`config.mk`:
```
export PLATFORM = sky130hd
export DESIGN_NAME = dmem_arbiter
export DESIGN_NICKNAME = d
export VERILOG_FILES = /design/src/rtl/dmem_arb_pkg.sv /design/src/rtl/dmem_arbiter_rr_pick2.sv /design/src/rtl/dmem_arbiter.sv
export SDC_FILE = /design/constraint.sdc
export NUM_CORES = 1
export LEC_CHECK = 0
export CORE_AREA = 2 2 105 107
export CTS_BUF_LIST = sky130_fd_sc_hd__clkbuf_4 sky130_fd_sc_hd__clkbuf_8
export CTS_CLUSTER_SIZE = 24
export DETAILED_ROUTE_END_ITERATION = 10
export DIE_AREA = 0 0 107 109
export GPL_TIMING_DRIVEN = 0
export PLACE_DENSITY = 0.87
export SLEW_MARGIN = 20
export SYNTH_ARGS = -nofsm -noshare
export SYNTH_HDL_FRONTEND = slang
export SYNTH_SLANG_ARGS = --single-unit
```
`constraint.sdc`:
```
create_clock -name clk -period 3.4 [get_ports clk]
set_clock_uncertainty 0.2 [all_clocks]
set_input_delay 0.34 -clock clk [delete_from_list [all_inputs] [get_ports clk]]
set_output_delay 0.34 -clock clk [all_outputs]
set_load 0.01 [all_outputs]
```
`src/rtl/dmem_arb_pkg.sv`:
```
// Shared types for the two-master data-RAM arbiter: FSM states, port identifiers
// and the wait-state ceiling.
package dmem_arb_pkg;

   typedef enum logic [1:0] {
      ARB_IDLE,
      ARB_BUSY,
      ARB_DONE
   } arb_state_t;

   typedef enum logic {
      PORT_I,
      PORT_D
   } arb_port_t;

   localparam int unsigned MAX_WAIT = 15;

endpackage

```
`src/rtl/dmem_arbiter_rr_pick2.sv`:
```
// Two-way round-robin picker: a lone requester wins outright; on a tie the port
// that was not granted last time wins.
module rr_pick2
   import dmem_arb_pkg::*;
(
   input  logic [1:0] req_i,          // [0] = port I, [1] = port D
   input  arb_port_t  last_grant_i,
   output logic       grant_valid_o,
   output arb_port_t  grant_port_o
);

   always_comb begin
      grant_valid_o = |req_i;
      grant_port_o  = PORT_I;
      if (req_i == 2'b11) begin
         grant_port_o = (last_grant_i == PORT_I) ? PORT_D : PORT_I;
      end else if (req_i[1]) begin
         grant_port_o = PORT_D;
      end
   end

endmodule

```
`src/rtl/dmem_arbiter.sv`:
```
// Shares one single-port RAM (combinational read, posedge write) between an instruction
// port and a load/store port, with round-robin grant and programmable wait states.
module dmem_arbiter
   import dmem_arb_pkg::*;
#(
   parameter int unsigned WAIT_CYCLES = 0,
   parameter int unsigned CNT_W       = 4
) (
   input  logic        clk,
   input  logic        rst_n,
   input  logic [31:0] i_address,
   input  logic        i_read,
   output logic [31:0] i_readdata,
   output logic        i_waitrequest,
   input  logic [31:0] d_address,
   input  logic        d_read,
   input  logic        d_write,
   input  logic [31:0] d_writedata,
   output logic [31:0] d_readdata,
   output logic        d_waitrequest,
   output logic [31:0] mem_address,
   output logic        mem_read,
   output logic        mem_write,
   output logic [31:0] mem_writedata,
   input  logic [31:0] mem_readdata,
   output arb_state_t  dbg_state_o
);

   // Handshake: a master raises its strobe with address/data and holds them until it
   // sees its waitrequest low; that single low cycle is the completion cycle.

   arb_state_t       state_q, state_d;
   logic [CNT_W-1:0] cnt_q, cnt_d;
   arb_port_t        grant_q, grant_d;
   arb_port_t        last_grant_q, last_grant_d;
   logic [31:0]      i_rdata_q, i_rdata_d;
   logic [31:0]      d_rdata_q, d_rdata_d;

   logic             d_req;
   logic             granted_req;
   logic [31:0]      granted_addr;
   logic             pick_valid;
   arb_port_t        pick_port;

   assign d_req        = d_read | d_write;
   assign granted_req  = (grant_q == PORT_I) ? i_read : d_req;
   assign granted_addr = (grant_q == PORT_I) ? i_address : d_address;
   assign dbg_state_o  = state_q;

   rr_pick2 u_pick (
      .req_i         ({d_req, i_read}),
      .last_grant_i  (last_grant_q),
      .grant_valid_o (pick_valid),
      .grant_port_o  (pick_port)
   );

   always_ff @(posedge clk or negedge rst_n) begin
      if (!rst_n) begin
         state_q      <= ARB_IDLE;
         cnt_q        <= '0;
         grant_q      <= PORT_I;
         last_grant_q <= PORT_D;
         i_rdata_q    <= '0;
         d_rdata_q    <= '0;
      end else begin
         state_q      <= state_d;
         cnt_q        <= cnt_d;
         grant_q      <= grant_d;
         last_grant_q <= last_grant_d;
         i_rdata_q    <= i_rdata_d;
         d_rdata_q    <= d_rdata_d;
      end
   end

   always_comb begin
      state_d       = state_q;
      cnt_d         = cnt_q;
      grant_d       = grant_q;
      last_grant_d  = last_grant_q;
      i_rdata_d     = i_rdata_q;
      d_rdata_d     = d_rdata_q;
      i_waitrequest = 1'b1;
      d_waitrequest = 1'b1;
      i_readdata    = i_rdata_q;
      d_readdata    = d_rdata_q;
      mem_address   = '0;
      mem_read      = 1'b0;
      mem_write     = 1'b0;
      mem_writedata = '0;

      case (state_q)
         ARB_IDLE: begin
            if (pick_valid) begin
               grant_d = pick_port;
               cnt_d   = CNT_W'(WAIT_CYCLES);
               state_d = ARB_BUSY;
            end
         end
         ARB_BUSY: begin
            mem_address = granted_addr;
            // A withdrawn request abandons the transfer without touching last_grant.
            if (!granted_req) begin
               state_d = ARB_IDLE;
            end else if (cnt_q != '0) begin
               cnt_d = cnt_q - CNT_W'(1);
            end else begin
               state_d = ARB_DONE;
            end
         end
         ARB_DONE: begin
            mem_address = granted_addr;
            state_d     = ARB_IDLE;
            if (granted_req) begin
               last_grant_d = grant_q;
               if (grant_q == PORT_I) begin
                  mem_read      = 1'b1;
                  i_waitrequest = 1'b0;
                  i_readdata    = mem_readdata;
                  i_rdata_d     = mem_readdata;
               end else begin
                  // Write wins when both D strobes are up.
                  mem_write     = d_write;
                  mem_read      = d_read & ~d_write;
                  mem_writedata = d_writedata;
                  d_waitrequest = 1'b0;
                  if (!d_write) begin
                     d_readdata = mem_readdata;
                     d_rdata_d  = mem_readdata;
                  end
               end
            end
         end
         default: begin
            state_d = ARB_IDLE;
         end
      endcase
   end

   always @(posedge clk) begin
      if (rst_n) begin
         rw_exclusive: assert (!(d_read && d_write))
            else $warning("dmem_arbiter: d_read and d_write both high, treated as write");
         req_held: assert (!(state_q != ARB_IDLE && !granted_req))
            else $warning("dmem_arbiter: granted master withdrew its request, transfer dropped");
      end
   end

endmodule

```
==> summary.md <==
| Metric | Value |
|---|---|
| Outcome | `complete, no violations` |
| Most frequent cells in the layout | `264 x clkdlybuf4s50_1, 71 x dfrtp_1, 64 x mux2_2` |
| 1st-pass router iterations | `4` |
| Switching Fraction | `32.7%` |
| Clock network fraction of design power | `14.6%` |
| Number of DRC markers in iteration 0 | `78` |
| Utilization after layout | `between 60 and 70%` |
| Vias | `3354` |
| Ys Warns | `0` |
| Crit path DAT | `2.67 ns` |
| Hold_buf cts | `1` |
| Routed length on met3 | `674 um` |
| Vias in the first global route | `3547` |
| Initial Utilization | `35.4%` |
| PD cells | `772 mW/mm^2` |
| Leakage | `3.08 nW` |
| Max Used Layer | `met4` |
| Congestion Overflow GR | `0` |
| Ports | `267` |
| H-tree Lvls | `3` |
| Mapped Cells | `310` |
| Avg WL per Cell | `between 15 and 20 um` |
| Synth unique cells | `37` |
| Hold Path Class | `in2reg` |
| Final Non-Filler Cells | `733` |
| Main flop type after synthesis | `dfrtp_1` |
| Hold Fails Final Rpt | `0` |
| Port Buffers | `around 270` |
| Drt drc | `0` |
| Row count | `38` |
| Final WL | `11900 um` |
| Critical path peak fanout | `10` |
| Combinational power share | `59.7%` |
| Clock Tree Buf Depth | `2` |
| Flops & latches, synth | `72` |
| Postcts setup bufs | `0` |
| CTS buffer count | `9` |
| Routed Antenna Nets | `0` |
| Tmin final | `3.21 ns` |
| Clock Latency Late Sink | `0.34 ns` |
| Syn Area/Cell | `12.1 sq um` |
| Root Buffer | `clkbuf_8` |
| Met2 WL post-DR | `6420 um` |
| Psw | `0.00173 W` |
| Layout net count | `726` |
| M1 WL | `4650 um` |
| GPL Wtd Cong | `0.760` |
| Async SR Flop Fraction | `100%` |
| Post-synth EDFFs | `0` |
| First-pass GRT wire length | `17900 um` |
| P_int | `0.00355 W` |
| Area delta synth->final | `82.4%` |
| Vias/cell | `4.58` |
| Largest net degree at the start of global routing | `43` |
| DP HPWL | `9740 um` |
| Max-cap violation count | `0` |
| Core box area | `0.0106 sq mm` |
| RSZ-0062 raised after global routing | `false` |
| Die H | `109 um` |
| Die area | `0.0117 sq mm` |
| Fmax | `312 MHz` |
| Initial antenna violation count | `0` |
| Peak supply drop | `446 uV` |
| Critical Path Source Type | `flip-flop` |
| Syn nets | `448` |
| Layout cells sized above 1 | `17.5%` |
| Ant. Diodes | `0` |
| Final slew viol count | `0` |
| CTS resizes | `0` |
| Kind of critical path | `reg2out` |
| Filler cells | `808` |
| Chip width | `~110 um` |
| Final setup viols | `0` |
| Data required time of the worst path | `2.86 ns` |
| Leading cell type in the layout, fill and taps excluded | `clkdlybuf4s50_1` |
| CP endpoint kind | `output port` |
| Sink Count | `72` |
| Worst-path clk slew | `0.07 ns` |
| Measured slew at the worst slew-check pin | `between 0.5 and 0.6 ns` |
| Flop pwr share | `25.7%` |
| Worst slew margin | `66.2%` |
| Final period util | `94.3%` |
| Total global-route track usage | `between 15 and 20%` |
| Sequential cell area fraction in the yosys report | `48.1%` |
| Mapped cell area | `0.00375 sq mm` |
| Post-Place Cells | `716` |
| CTS tree | `built` |
[through the flow]
step                setup TNS, ns  setup WS [ns]  total power, W  cell area (sq um)  hold WS [ns]
CTS                             0          0.115         0.00534               6840         0.176
detailed placement              0          0.366         0.00454               6600        0.0968
floorplan                       0           1.32         0.00288               3750        -0.156
global placement           -38.27         -0.542         0.00445               6580         0.255
global route                    0         0.0172         0.00561               6840         0.205
finish                          0          0.193         0.00528               6840         0.191
[sequential cells by signal, summed over array words and instances (netlist names)]
signal	count
last_grant_q	1
d_rdata_q	32
grant_q	1
dbg_state_o	2
cnt_q	4
i_rdata_q	32
[layout make-up]
type                            instances  area (sq um)  area share (%)
Multi-Input combinational cell        213          1840            26.8
Buffer                                 20          93.8            1.37
Timing Repair Buffer                  267          2680            39.2
Tap cell                              140           175            2.56
Clock buffer                           12           159            2.32
Sequential cell                        72          1800            26.4
Inverter                                5          18.8           0.274
Clock inverter                          4          76.3            1.12
[kinds of logic (layout without fill, tap and decap cells)]
family | Yosys count | in the layout | synth area share, %
DFF | 72 | 72 | 48.1
muxes | 98 | 98 | 28.3
and+or+nand+nor | 92 | 92 | 15.2
buffers and inverters | 25 | 308 | 3.00
adders and majority gates | 5 | 5 | 1.67
xor gates and xnor gates | 1 | 1 | 0.234
AOI/OAI and AO/OA | 17 | 17 | 3.57
[synth_stat cells, drive strengths merged (2+ instances only)]
master | n | area, sq um
dfrtp | 71 | 1780
ha | 5 | 62.6
mux2 | 64 | 721
nand4b | 2 | 17.5
nor2b | 32 | 200
a211oi | 2 | 15.0
mux2i | 34 | 340
or3b | 2 | 20.0
buf | 13 | 67.6
and3 | 3 | 18.8
nand2b | 2 | 12.5
a31oi | 2 | 12.5
nand2 | 8 | 30.0
nor3b | 2 | 15.0
a21oi | 4 | 20.0
and2 | 32 | 200
inv | 5 | 18.8
nor2 | 4 | 15.0
clkbuf | 7 | 26.3
[power by group through the flow]
stage               Clock [W]  Sequential (W)  Combinational (W)
finish               0.000771         0.00136            0.00315
global route         0.000833         0.00140            0.00338
CTS                  0.000795         0.00136            0.00318
detailed placement          0         0.00138            0.00316
global placement            0         0.00136            0.00309
floorplan                   0         0.00134            0.00154
[final timing paths]
check / to / slack [ns] / cells past startpoint / start
worst max-delay path: d_readdata[3] / 0.19 / 6 / dbg_state_o[0]$_DFFE_PN0P_
worst min-delay path: grant_q$_DFFE_PN0P_ / 0.19 / 3 / i_read
max in group asynchronous: last_grant_q$_DFFE_PN1P_ / 2.13 / 3 / rst_n
min in group asynchronous: d_rdata_q[19]$_DFF_PN0_ / 0.28 / 2 / rst_n
worst min register to register: last_grant_q$_DFFE_PN1P_ / 0.26 / 2 / last_grant_q$_DFFE_PN1P_
worst max register to register: d_rdata_q[5]$_DFF_PN0_ / 1.25 / 5 / dbg_state_o[0]$_DFFE_PN0P_
[critical path, stage by stage, from the launching register on]
cell             delay [ns]
dfrtp_1                0.40
inv_1                  0.13
ha_1                   0.24
nand4b_1               0.38
buf_2                  0.36
mux2_2                 0.26
clkdlybuf4s50_1        0.58
[metal layers]
layer  GRT usage, %  up-vias
li1               -     1617
met1           23.4     1602
met2           35.5      124
met3           4.60       11
met4           5.47        0
met5              0        -
No activity file was read; power rests on OpenSTA's default activity.
==> RTL change 1 (same flow settings) <==
Change the parameter `CNT_W` from 4 to 6.
--- a/src/rtl/dmem_arbiter.sv
+++ b/src/rtl/dmem_arbiter.sv
@@ -5,5 +5,5 @@
 #(
    parameter int unsigned WAIT_CYCLES = 0,
-   parameter int unsigned CNT_W       = 4
+   parameter int unsigned CNT_W       = 6
 ) (
    input  logic        clk,
Formal check against the unedited RTL: same outputs for any inputs over 4 cycles, from zero or initial values and one cycle with rst_n low; that may be too few to reach the edited logic, so the function may still have changed.
==> RTL change 1 against the unedited design <==
Total power increased by 4.9%. Sequential cell count increased by 2. Setup slack improved by 24 ps. Die area unchanged. Cell area increased by 1.3%. Routed wire length increased by 4.8%. Area after synthesis increased by 1.8%. Global-route usage increased by 1.1 points. Non-clock buffer count decreased by 3. Critical path type unchanged. Largest cell class unchanged.
==> RTL change 1: results (changes against the unedited design) <==
| Metric | Value |
|---|---|
| Cell area after placement | 6680 um2 (+1.3%) |
| Largest cells by area after synthesis | dfrtp_1, mux2_2, mux2i_1 |
| DR WL/cell | 16.8 um (+3.5%) |
| Mux cell area share after synthesis | 27.3% (-1.0 points) |
| Buffers, non-clock | 284 (-1.0%) |
| Final hold slack | 223 ps (+31.9 ps) |
| Share of cells above drive strength 1 | 16.6% (-0.93 points) |
| Port bufs | 266 (+0.38%) |
| Post-Synth XOR/XNOR Area | 0.229% (-0.0041 points) |
| DR iter-0 viols | 146 (+87%) |
| Status | completed |
| Largest net degree at the start of global routing | 51 (+19%) |
| Synth Area in Compound Gates | 4.23% (+0.66 points) |
| Fillers | 812 (+0.50%) |
| #MultiIn Comb | 221 (+3.8%) |
| Vias per cell | 4.73 (+3.3%) |
| Top flop regs | d_rdata_q x32, i_rdata_q x32, cnt_q x6 |
| CP arrival | 2640 ps (-30 ps) |
| Post-synthesis average cell area | 12.0 um2 (-0.79%) |
| Fraction of area in registers | 26.7% (+0.39 points) |
| Nets | 735 (+1.2%) |
| Final wirelength | 12.5 mm (+4.8%) |
| Reg2reg setup slack | 1210 ps (-40 ps) |
| Placer Congestion | 0.907 (+19%) |
| Worst r2r path cells | 6 (+1) |
| Non-clock inverter count in the final layout | 7 (+2) |
| Yosys cell types | 38 (+2.7%) |
| Worst Hold Class | in -> async |
| HPWL Detailed | 10.4 mm (+6.6%) |
| Adder-cell area share of the yosys netlist | 1.64% (-0.029 points) |
| Top post-synthesis cells by count | dfrtp_1, mux2_2, and2_1 |
| Tmin final | 3180 ps (-23.9 ps) |
| Number of global-route vias before repair | 3,682 (+3.8%) |
| LEAKAGE | 3.07 nW (-0.41%) |
RTL change 1: worst max-delay path, cell delays in order, from the launching register on:
cell,delay [ps]
dfrtp_1,400
inv_1,80
ha_1,240
nand3b_1,330
buf_2,350
mux2_2,390
clkdlybuf4s50_1,500
RTL change 1: repair_timing:
| action | 4_1_cts | 5_1_grt |
|---|---|---|
| hold buffers | 1 | 0 |
| endpoints found under the setup margin | 0 | 0 |
| hold endpoints to repair | 24 | 0 |
RTL change 1: cell families (layout without fill, tap and decap cells):
family / count (synthesis) / after routing
flops: 74 / 74
xor+xnor: 1 / 1
simple gates: 99 / 99
mux: 96 / 96
fa+ha+maj: 5 / 5
compound gates: 20 / 20
buf+inv: 23 / 307
RTL change 1: worst max-delay path by stage:
stage | cells past startpoint | slack [ps] | end | from
2_1_floorplan | 5 | 1280 | i_readdata[24] | dbg_state_o[0]
3_3_place_gp | 1 | -560 | d_rdata_q[26] | rst_n
3_5_place_dp | 5 | 330 | i_readdata[9] | i_read
4_1_cts | 6 | 160 | i_readdata[9] | dbg_state_o[0]
5_1_grt | 6 | 70 | i_readdata[6] | dbg_state_o[0]
6_report | 6 | 220 | i_readdata[6] | dbg_state_o[0]
RTL change 1: per-layer routing:
metal / GRT usage (%) / up-vias / wire length (um)
met3: 5.92 / 22 / 958
li1: - / 1665 / -
met4: 8.91 / 0 / 316
met2: 38.8 / 169 / 6480
met5: 0 / - / 0
met1: 21.6 / 1651 / 4710
RTL change 1: power by group through the flow:
stage                     logic [mW]  clock network [mW]  registers (mW)
after global routing            3.56               0.848            1.46
after CTS                       3.37               0.810            1.42
final                           3.33               0.792            1.42
after floorplan                 1.60                   0            1.39
after global placement          3.28                   0            1.41
after detailed placement        3.36                   0            1.44
==> RTL change 2 (same settings) <==
Without the edit above. Make the reset (`rst_n`) synchronous in one clocked block.
--- a/src/rtl/dmem_arbiter.sv
+++ b/src/rtl/dmem_arbiter.sv
@@ -55,5 +55,5 @@
    );
 
-   always_ff @(posedge clk or negedge rst_n) begin
+   always_ff @(posedge clk) begin
       if (!rst_n) begin
          state_q      <= ARB_IDLE;
Behaviour: differs if rst_n is asserted again (counterexample within 4 cycles, from zero or initial values and one cycle with rst_n low); with rst_n held inactive, the same outputs for 4 cycles.
==> RTL change 2 against the unedited design <==
Utilization fell by 0.35 points. Area after synthesis rose by 0.20%. First-iteration DRC count rose by 45%. Routed wire length rose by 5.8%. Cell area fell by 0.55%. Non-clock buffer count rose by 1. Setup slack improved by 96 ps. Sequential cell count did not move. Largest cell class unchanged.
Power is not compared: it rests on default switching activity, and its combinational part moved more than twofold at a synthesized area within 25%.
==> RTL change 2: results (changes against the unedited design) <==
| Metric | Value |
|---|---|
| Placer Congestion | 0.869 (+14%) |
| Sequential area share after synthesis | 38.3% (-9.7 points) |
| # diodes | 0 (unchanged) |
| Vias per cell | 4.63 (+1.2%) |
| Mux cell area share after synthesis | 27.7% (-0.59 points) |
| Yosys cell types | 34 (-8.1%) |
| Largest cells by area after synthesis | dfxtp_1, mux2_1, and2_1 |
| Peak supply drop | 0.000170 V |
| Num CTS Buffers | 9 (unchanged) |
| Top flop regs | d_rdata_q x32, i_rdata_q x32, cnt_q x4 |
| Synth Area in Compound Gates | 2.56% (-1.0 points) |
| Status | completed |
| Post-cts sizing count | 0 (unchanged) |
| DR iter-0 viols | 113 (+45%) |
| Worst r2r path cells | 6 (+1) |
| Initial DRT Pass Iterations | 4 (unchanged) |
| Share of cells above drive strength 1 | 5.83% (-12 points) |
| Syn Nets | 511 (+14%) |
| Fraction of registers with async set/reset | 0% (-100 points) |
| HPWL Detailed | 10.5 mm (+8.3%) |
| Clock root buffer | clkbuf_8 |
| Adder-cell area share of the yosys netlist | 1.66% (-0.0033 points) |
| LEAKAGE | 2.80 nW |
| Max FO, Critical Path | 10 (unchanged) |
| Overall Global Routing Usage | 21.1% (+1.5 points) |
| First-pass GRT wire length | 19.2 mm (+7.5%) |
| Post-Synth XOR/XNOR Area | 0% (-0.23 points) |
| Worst hold path endpoint | last_grant_q |
| CP arrival | 2570 ps (-100 ps) |
| Clk slew on worst S/H paths | 70 ps (about the same) |
| Port bufs | 264 (-0.38%) |
| Number of global-route vias before repair | 3,770 (+6.3%) |
| Worst slew margin | 71.4% (+5.2 points) |
| CP max-delay cell | clkdlybuf4s50_1 |
| Clk buf depth | 2 (unchanged) |
| Reg2reg setup slack | 1200 ps (-50 ps) |
| Initial antenna violation count | 0 (unchanged) |
| Top FF cell, synth | dfxtp_1 |
| Ys Warns | 0 (unchanged) |
| Final wirelength | 12.6 mm (+5.8%) |
| Setup bufs post-CTS | 0 (unchanged) |
| DP Cell Count | 777 (+8.5%) |
| Syn Inst Count | 373 (+20%) |
| RR Endpoint | d_rdata_q[9] |
| Hold_sp | rst_n |
| Largest net degree at the start of global routing | 13 (-70%) |
| RR Startpoint | dbg_state_o[0] |
| Nets | 786 (+8.3%) |
| Slowest stage delay, CP | 520 ps (-60 ps) |
| Top post-synthesis cells by count | and2_1, dfxtp_1, mux2_1 |
| CP top delay family | buffers and inverters |
| H-tree depth | 3 (unchanged) |
| DR WL/cell | 15.9 um (-2.1%) |
| Worst skew pair latency | 320 ps (-20 ps) |
| Worst Hold Class | in -> reg |
| Worst hold stages | 2 (-1) |
==> RTL change 2: kinds of logic after synthesis <==
logic type,count (synthesis)
buffers and inverters,30
AND/OR/NAND/NOR,157
flip-flops,72
AO/OA/AOI/OAI,13
adder cells (fa/ha/maj),5
multiplexers,96
==> RTL change 2: report_power, final <==
group	switching (mW)	internal, mW	total [mW]
Clock	0.303	0.452	0.755
Sequential	0.00759	0.856	0.863
Combinational	0.226	0.358	0.584
Total	0.537	1.67	2.20
==> RTL change 2: per-layer routing <==
metal / up-vias / global-route usage (%) / part of all wire (%) / wire length [um]
li1: 1793 / - / - / -
met1: 1712 / 23.5 / 38 / 4840
met3: 14 / 5.20 / 6.1 / 772
met2: 147 / 39.2 / 53 / 6690
met5: - / 0 / 0 / 0
met4: 0 / 7.24 / 2.2 / 283
==> RTL change 2: worst max-delay path by stage <==
stage / slack [ps] / cells after the start / to / startpoint
after floorplan: 1340 / 5 / d_readdata[10] / dbg_state_o[0]
after global placement: 460 / 6 / mem_writedata[25] / d_write
after detailed placement: 410 / 6 / mem_writedata[25] / d_write
after CTS: 260 / 6 / d_readdata[2] / dbg_state_o[0]
after global routing: 140 / 6 / d_readdata[2] / dbg_state_o[0]
final: 290 / 6 / d_readdata[2] / dbg_state_o[0]
==> RTL change 2: cell type report <==
class,instances,area (um2)
plain buffers,24,104
fillers,854,3800
flip-flops and latches,72,1440
inverters,6,22.5
well taps,140,175
clock inverters,4,76.3
repair buffers,264,2640
multi-input cells,271,2190
clock buffers,11,151
==> RTL change 2: metrics by stage <==
step | cell area [um2] | hold WS [ps] | setup slack [ps]
floorplan | 3760 | 240 | 1340
global placement | 6580 | 261 | 459
detailed placement | 6580 | 280 | 412
CTS | 6800 | 149 | 258
global route | 6800 | 191 | 135
finish | 6800 | 153 | 289
